$ cat config.mk
export PLATFORM = sky130hd
export DESIGN_NAME = flipflop_in_arbiter
export DESIGN_NICKNAME = d
export VERILOG_FILES = /design/src/rtl/flipflop_in_arbiter_pkg.sv /design/src/rtl/flipflop_in_arbiter_rr_arbiter.sv /design/src/rtl/flipflop_in_arbiter.sv
export SDC_FILE = /design/constraint.sdc
export NUM_CORES = 1
export LEC_CHECK = 0
export CAP_MARGIN = 20
export CORE_MARGIN = 2
export CORE_UTILIZATION = 40
export DETAILED_ROUTE_END_ITERATION = 16
export GPL_TIMING_DRIVEN = 0
export HOLD_SLACK_MARGIN = 0.08
export PLACE_DENSITY = 0.67
export SYNTH_ARGS = -nofsm -noshare
export SYNTH_HDL_FRONTEND = slang
export SYNTH_HIERARCHICAL = 1
export SYNTH_SLANG_ARGS = --single-unit
$ cat constraint.sdc
create_clock -name clk -period 2.49 [get_ports clk]
set_input_delay 0.3735 -clock clk [delete_from_list [all_inputs] [get_ports clk]]
set_output_delay 0.3735 -clock clk [all_outputs]
set_load 0.01 [all_outputs]
$ cat src/rtl/flipflop_in_arbiter_pkg.sv
// Shared types for the flipflop_in arbiter: FSM state encoding and a small sizing helper.
package flipflop_in_arbiter_pkg;

  typedef enum logic [2:0] {
    ST_IDLE    = 3'd0,
    ST_ISSUE   = 3'd1,
    ST_CONFIRM = 3'd2,
    ST_HOLD    = 3'd3,
    ST_DONE    = 3'd4
  } state_e;

  function automatic int max_int(input int a, input int b);
    return (a > b) ? a : b;
  endfunction

endpackage

$ cat src/rtl/flipflop_in_arbiter_rr_arbiter.sv
// Combinational round-robin picker: first pending index at or after the pointer, wrapping N-1 -> 0.
module rr_arbiter #(
  parameter int N = 4,
  parameter int W = $clog2(N)
) (
  input  logic [N-1:0] pending_i,
  input  logic [W-1:0] ptr_i,
  output logic [W-1:0] grant_o,
  output logic         valid_o
);

  logic [W-1:0] idx;

  // NOTE: every variable written in an always_comb gets a value before any branch, so no latch is inferred.
  always_comb begin
    grant_o = '0;
    idx     = '0;
    valid_o = |pending_i;
    // Walk offsets from far to near so the closest pending index is the last one written.
    for (int k = N - 1; k >= 0; k--) begin
      idx = W'((int'(ptr_i) + k) % N);
      if (pending_i[idx]) grant_o = idx;
    end
  end

endmodule

$ cat src/rtl/flipflop_in_arbiter.sv
// Shares one flipflop_in between NREQ requesters: round-robin grant, single pulse, read-back confirm, hold.
module flipflop_in_arbiter
  import flipflop_in_arbiter_pkg::*;
#(
  parameter int NREQ       = 4,
  parameter int MIN_HOLD   = 4,
  parameter int CONFIRM_TO = 8,
  parameter bit DEFAULT    = 1'b0
) (
  input  logic                    clk,
  input  logic                    rst_n,
  input  logic [NREQ-1:0]         req_set,
  input  logic [NREQ-1:0]         req_reset,
  output logic [NREQ-1:0]         ack,
  output logic [$clog2(NREQ)-1:0] grant_id,
  output logic                    busy,
  output logic                    error,
  output logic                    ff_set,
  output logic                    ff_reset,
  input  logic                    ff_bit
);

  localparam int GW = $clog2(NREQ);
  localparam int TW = $clog2(max_int(MIN_HOLD, CONFIRM_TO)) + 1;

  state_e          state_q, state_d;
  logic [GW-1:0]   gid_q, gid_d;
  logic [GW-1:0]   ptr_q, ptr_d;
  logic            target_q, target_d;
  logic [TW-1:0]   timer_q, timer_d;
  logic            error_q, error_d;

  logic [NREQ-1:0] pending;
  logic [GW-1:0]   rr_grant;
  logic            rr_valid;
  logic            req_target;

  assign pending    = req_set | req_reset;
  // A requester asserting both levels asks for 0.
  assign req_target = req_set[rr_grant] & ~req_reset[rr_grant];

  rr_arbiter #(.N(NREQ), .W(GW)) u_rr (
    .pending_i (pending),
    .ptr_i     (ptr_q),
    .grant_o   (rr_grant),
    .valid_o   (rr_valid)
  );

  // NOTE: state registers use non-blocking assignments; reset is synchronous, sampled on the clock edge.
  always_ff @(posedge clk) begin
    if (!rst_n) begin
      state_q  <= ST_IDLE;
      gid_q    <= '0;
      ptr_q    <= '0;
      target_q <= DEFAULT;
      timer_q  <= '0;
      error_q  <= 1'b0;
    end else begin
      state_q  <= state_d;
      gid_q    <= gid_d;
      ptr_q    <= ptr_d;
      target_q <= target_d;
      timer_q  <= timer_d;
      error_q  <= error_d;
    end
  end

  always_comb begin
    state_d  = state_q;
    gid_d    = gid_q;
    ptr_d    = ptr_q;
    target_d = target_q;
    timer_d  = timer_q;
    error_d  = error_q;
    ack      = '0;
    ff_set   = 1'b0;
    ff_reset = 1'b0;

    unique case (state_q)
      ST_IDLE: begin
        if (rr_valid) begin
          gid_d    = rr_grant;
          target_d = req_target;
          state_d  = (req_target == ff_bit) ? ST_DONE : ST_ISSUE;
        end
      end
      ST_ISSUE: begin
        ff_set   = target_q;
        ff_reset = ~target_q;
        timer_d  = '0;
        state_d  = ST_CONFIRM;
      end
      ST_CONFIRM: begin
        if (ff_bit == target_q) begin
          timer_d = '0;
          state_d = ST_HOLD;
        end else if (timer_q == TW'(CONFIRM_TO - 1)) begin
          // Give up on the read-back but still finish the handshake so the requester is not stranded.
          error_d = 1'b1;
          timer_d = '0;
          state_d = ST_HOLD;
        end else begin
          timer_d = timer_q + 1'b1;
        end
      end
      ST_HOLD: begin
        if (timer_q == TW'(MIN_HOLD)) state_d = ST_DONE;
        else                          timer_d = timer_q + 1'b1;
      end
      ST_DONE: begin
        ack[gid_q] = 1'b1;
        ptr_d      = (gid_q == GW'(NREQ - 1)) ? '0 : gid_q + 1'b1;
        state_d    = ST_IDLE;
      end
      default: state_d = ST_IDLE;
    endcase
  end

  assign busy     = (state_q != ST_IDLE);
  assign grant_id = gid_q;
  assign error    = error_q;

endmodule

==> results.md <==
* Unrepaired setup endpoints after global routing: false
* Share of post-route cells with drive strength above 1 at 0.162
* Cell area after synthesis at 1010 µm²
* Slowest CP cell: mux4_2
* Worst Hold End: error
* ANT cells at 0
* Drt first-iter violations at 11
* Worst Path Max Fanout at 3
* Worst-path cell chain: clkdlybuf4s50_1, or2_2, nor3b_1, a211oi_1, nor2_1, mux4_2, xnor2_1, a211oi_2
* Required time of the critical path at 2690 ps
* Reg2Reg Depth at 6
* Post-synth EDFFs at 0
* Yosys warns at 6
* HPWL after DPL at 1660 µm
* Io pins at 21
* Number of global-route vias before repair at 825
* Worst Hold Class: flip-flop to flip-flop
* Worst reg2reg endpoint: state_q[0]
* Setup-failing EPs final at 0
* Average wire per standard cell at 12.6 µm
* P_leak at 0.000493 µW
* Dpl ws at -174 ps
* Skew final at 5.09 ps
* RD Place Congestion at 0.739
* Gr usage total at 0.164
* Number of CTS-inserted buffers at 3
* Synthesized area per cell at 8.57 µm²
* CTS clk-pin slew, worst paths at 80 ps
* Tcrit/Tclk final at 0.951
* CTS max path bufs at 2
* Max H-tree Level at 1
* Final Hold Viols at 0
* Seq/Total Area, Yosys at 0.257
* Pwr Density at 579 nW/µm²
* R2R setup slack at 590 ps
* Die area at 2950 µm²
* CORE AREA at 2430 µm²
* Synth Instances at 118
* Fillers at 229
* Largest net degree at the start of global routing at 11
* Reg2reg start: ptr_q[0]
* Max incr delay on CP at 600 ps
* WP buf/inv at 1
* Max-cap violation count at 0
* Max_slew headroom at 0.705
* Worst ir drop on vdd at 272 µV
* Crit path DAT at 2570 ps
* Clk Latency, worst-skew pair at 270 ps
* Worst Setup SP: req_set[1]
* Measured slew at the worst slew-check pin at 443 ps
* Sequential Area at 260 µm²
* Yosys reg bits at 13
* Worst path top cell family by delay: simple AND/OR/NAND/NOR gates
* Fmax at 0.422 GHz
* Grt ovf at 0
* Ys async rst share at 0
* ANT nets after route at 0
* Hold path depth at 2
* DR DRC count at 0
* Setup WS post-layout at 122 ps
* Rows at 18
* Minimum clock period at 2370 ps
* Kind of critical path: primary input to flip-flop
* Area Growth Syn to Fin at 26.1%
* First-pass GRT wire length at 3480 µm
* Final Max Tran Viols at 0
* Root Driver: clkbuf_4
* CTS tree: done
* Post-CTS setup repair buffer count at 0
* Die X at 54.3 µm
* Final Power at 739 µW
* Die H at 54.3 µm
* CTS Sinks at 13
* Antenna violations before repair at 0
* Vias/cell at 5.16
* CTS resizes at 0
* Syn Nets at 135
* Status: completed
* Setup TNS at 0 ps
* Setup crit start kind: primary input
* Cts-stage hold buffer count at 0
* Hold_sp: error
* Area of the multi-input gates at 693 µm²
* Vias post-DR at 888
* Top_reg_cell synth: dfxtp_1
* Post-Route WL at 2170 µm
* Yosys cell types at 43
* Nets at 160
* CP Capture Type: flip-flop
* Initial core utilization at 0.416
* Drt pass-1 iters at 4
* Number of buffers added on ports at 20
==> stage by stage <==
| step | cell area [µm²] | util | hold WS [ps] | std cells |
|---|---|---|---|---|
| after global routing | 1270 | 0.524 | 520 | 172 |
| after CTS | 1270 | 0.524 | 480 | 172 |
| final | 1270 | 0.524 | 475 | 172 |
| after detailed placement | 1250 | 0.513 | 460 | 168 |
| after global placement | 1250 | 0.513 | 460 | 168 |
| after floorplan | 1010 | - | 462 | 118 |
==> kinds of logic after synthesis <==
logic type,synth area share
AO/OA/AOI/OAI,0.182
XOR/XNOR,0.0248
adder cells (fa/ha/maj),0.0743
buffers and inverters,0.0569
flip-flops,0.257
multiplexers,0.0619
AND/OR/NAND/NOR,0.343
==> layer usage <==
| layer | wire length (µm) | GRT usage |
|---|---|---|
| met1 | 1040 | 0.209 |
| met4 | 28 | 0.0625 |
| met5 | 0 | 0 |
| met3 | 72 | 0.0246 |
| met2 | 1020 | 0.277 |
==> Yosys cell counts, types with 2 or more instances <==
master	n	area (µm²)
nor2_1	17	63.8
a21oi_1	9	45.0
or2_2	4	25.0
inv_1	8	30.0
mux2i_1	4	40.0
nand2b_1	4	25.0
nand2_1	8	30.0
or3_1	2	12.5
nor2b_1	5	31.3
and3_1	4	25.0
ha_1	6	75.1
nand3_1	2	10.0
dfxtp_1	13	260
a211oi_2	3	37.5
==> power by group <==
group	internal [µW]	switching [µW]
Sequential	232	38.9
Clock	62.0	69.6
Combinational	171	165
Total	465	273
==> flip-flops by register name, indices dropped and copies added (netlist names) <==
register	flops
error	1
grant_id	2
ptr_q	2
state_q	3
target_q	1
timer_q	4
==> cell usage in the layout (no fill, tap or decap), types with 2 or more instances in the layout <==
cell type,Yosys,routed
ha_1,6,6
clkbuf_1,1,2
nand2_1,8,8
inv_1,8,8
nand3_1,2,2
clkdlybuf4s50_1,0,20
nor2_1,17,17
a21oi_1,9,9
dfxtp_1,13,13
mux2i_1,4,4
nor2b_1,5,5
or3_1,2,2
clkbuf_4,0,3
or2_2,4,4
a211oi_2,3,3
and3_1,4,4
nand2b_1,4,4
==> tightest hold or removal path: cells and delay by family (launching register included) <==
| family | cells | cell delay [ps] |
|---|---|---|
| AO/OA/AOI/OAI | 1 | 40 |
| flip-flops | 1 | 330 |
| AND/OR/NAND/NOR | 1 | 70 |
==> layout make-up <==
cell class | count | share of cell area
Buffer | 4 | 0.0216
Clock buffer | 4 | 0.0206
Inverter | 8 | 0.0236
Multi-Input combinational cell | 93 | 0.544
Sequential cell | 13 | 0.204
Tap cell | 30 | 0.0294
Timing Repair Buffer | 20 | 0.157
==> worst max path at each step <==
stage | cells after the start | end | slack (ps)
6_report | 8 | state_q[0] | 120
2_1_floorplan | 7 | state_q[0] | 430
5_1_grt | 8 | state_q[0] | 1
4_1_cts | 8 | state_q[0] | 110
3_5_place_dp | 8 | state_q[0] | -170
3_3_place_gp | 8 | state_q[2] | -160
No activity file was read; power rests on OpenSTA's default activity.
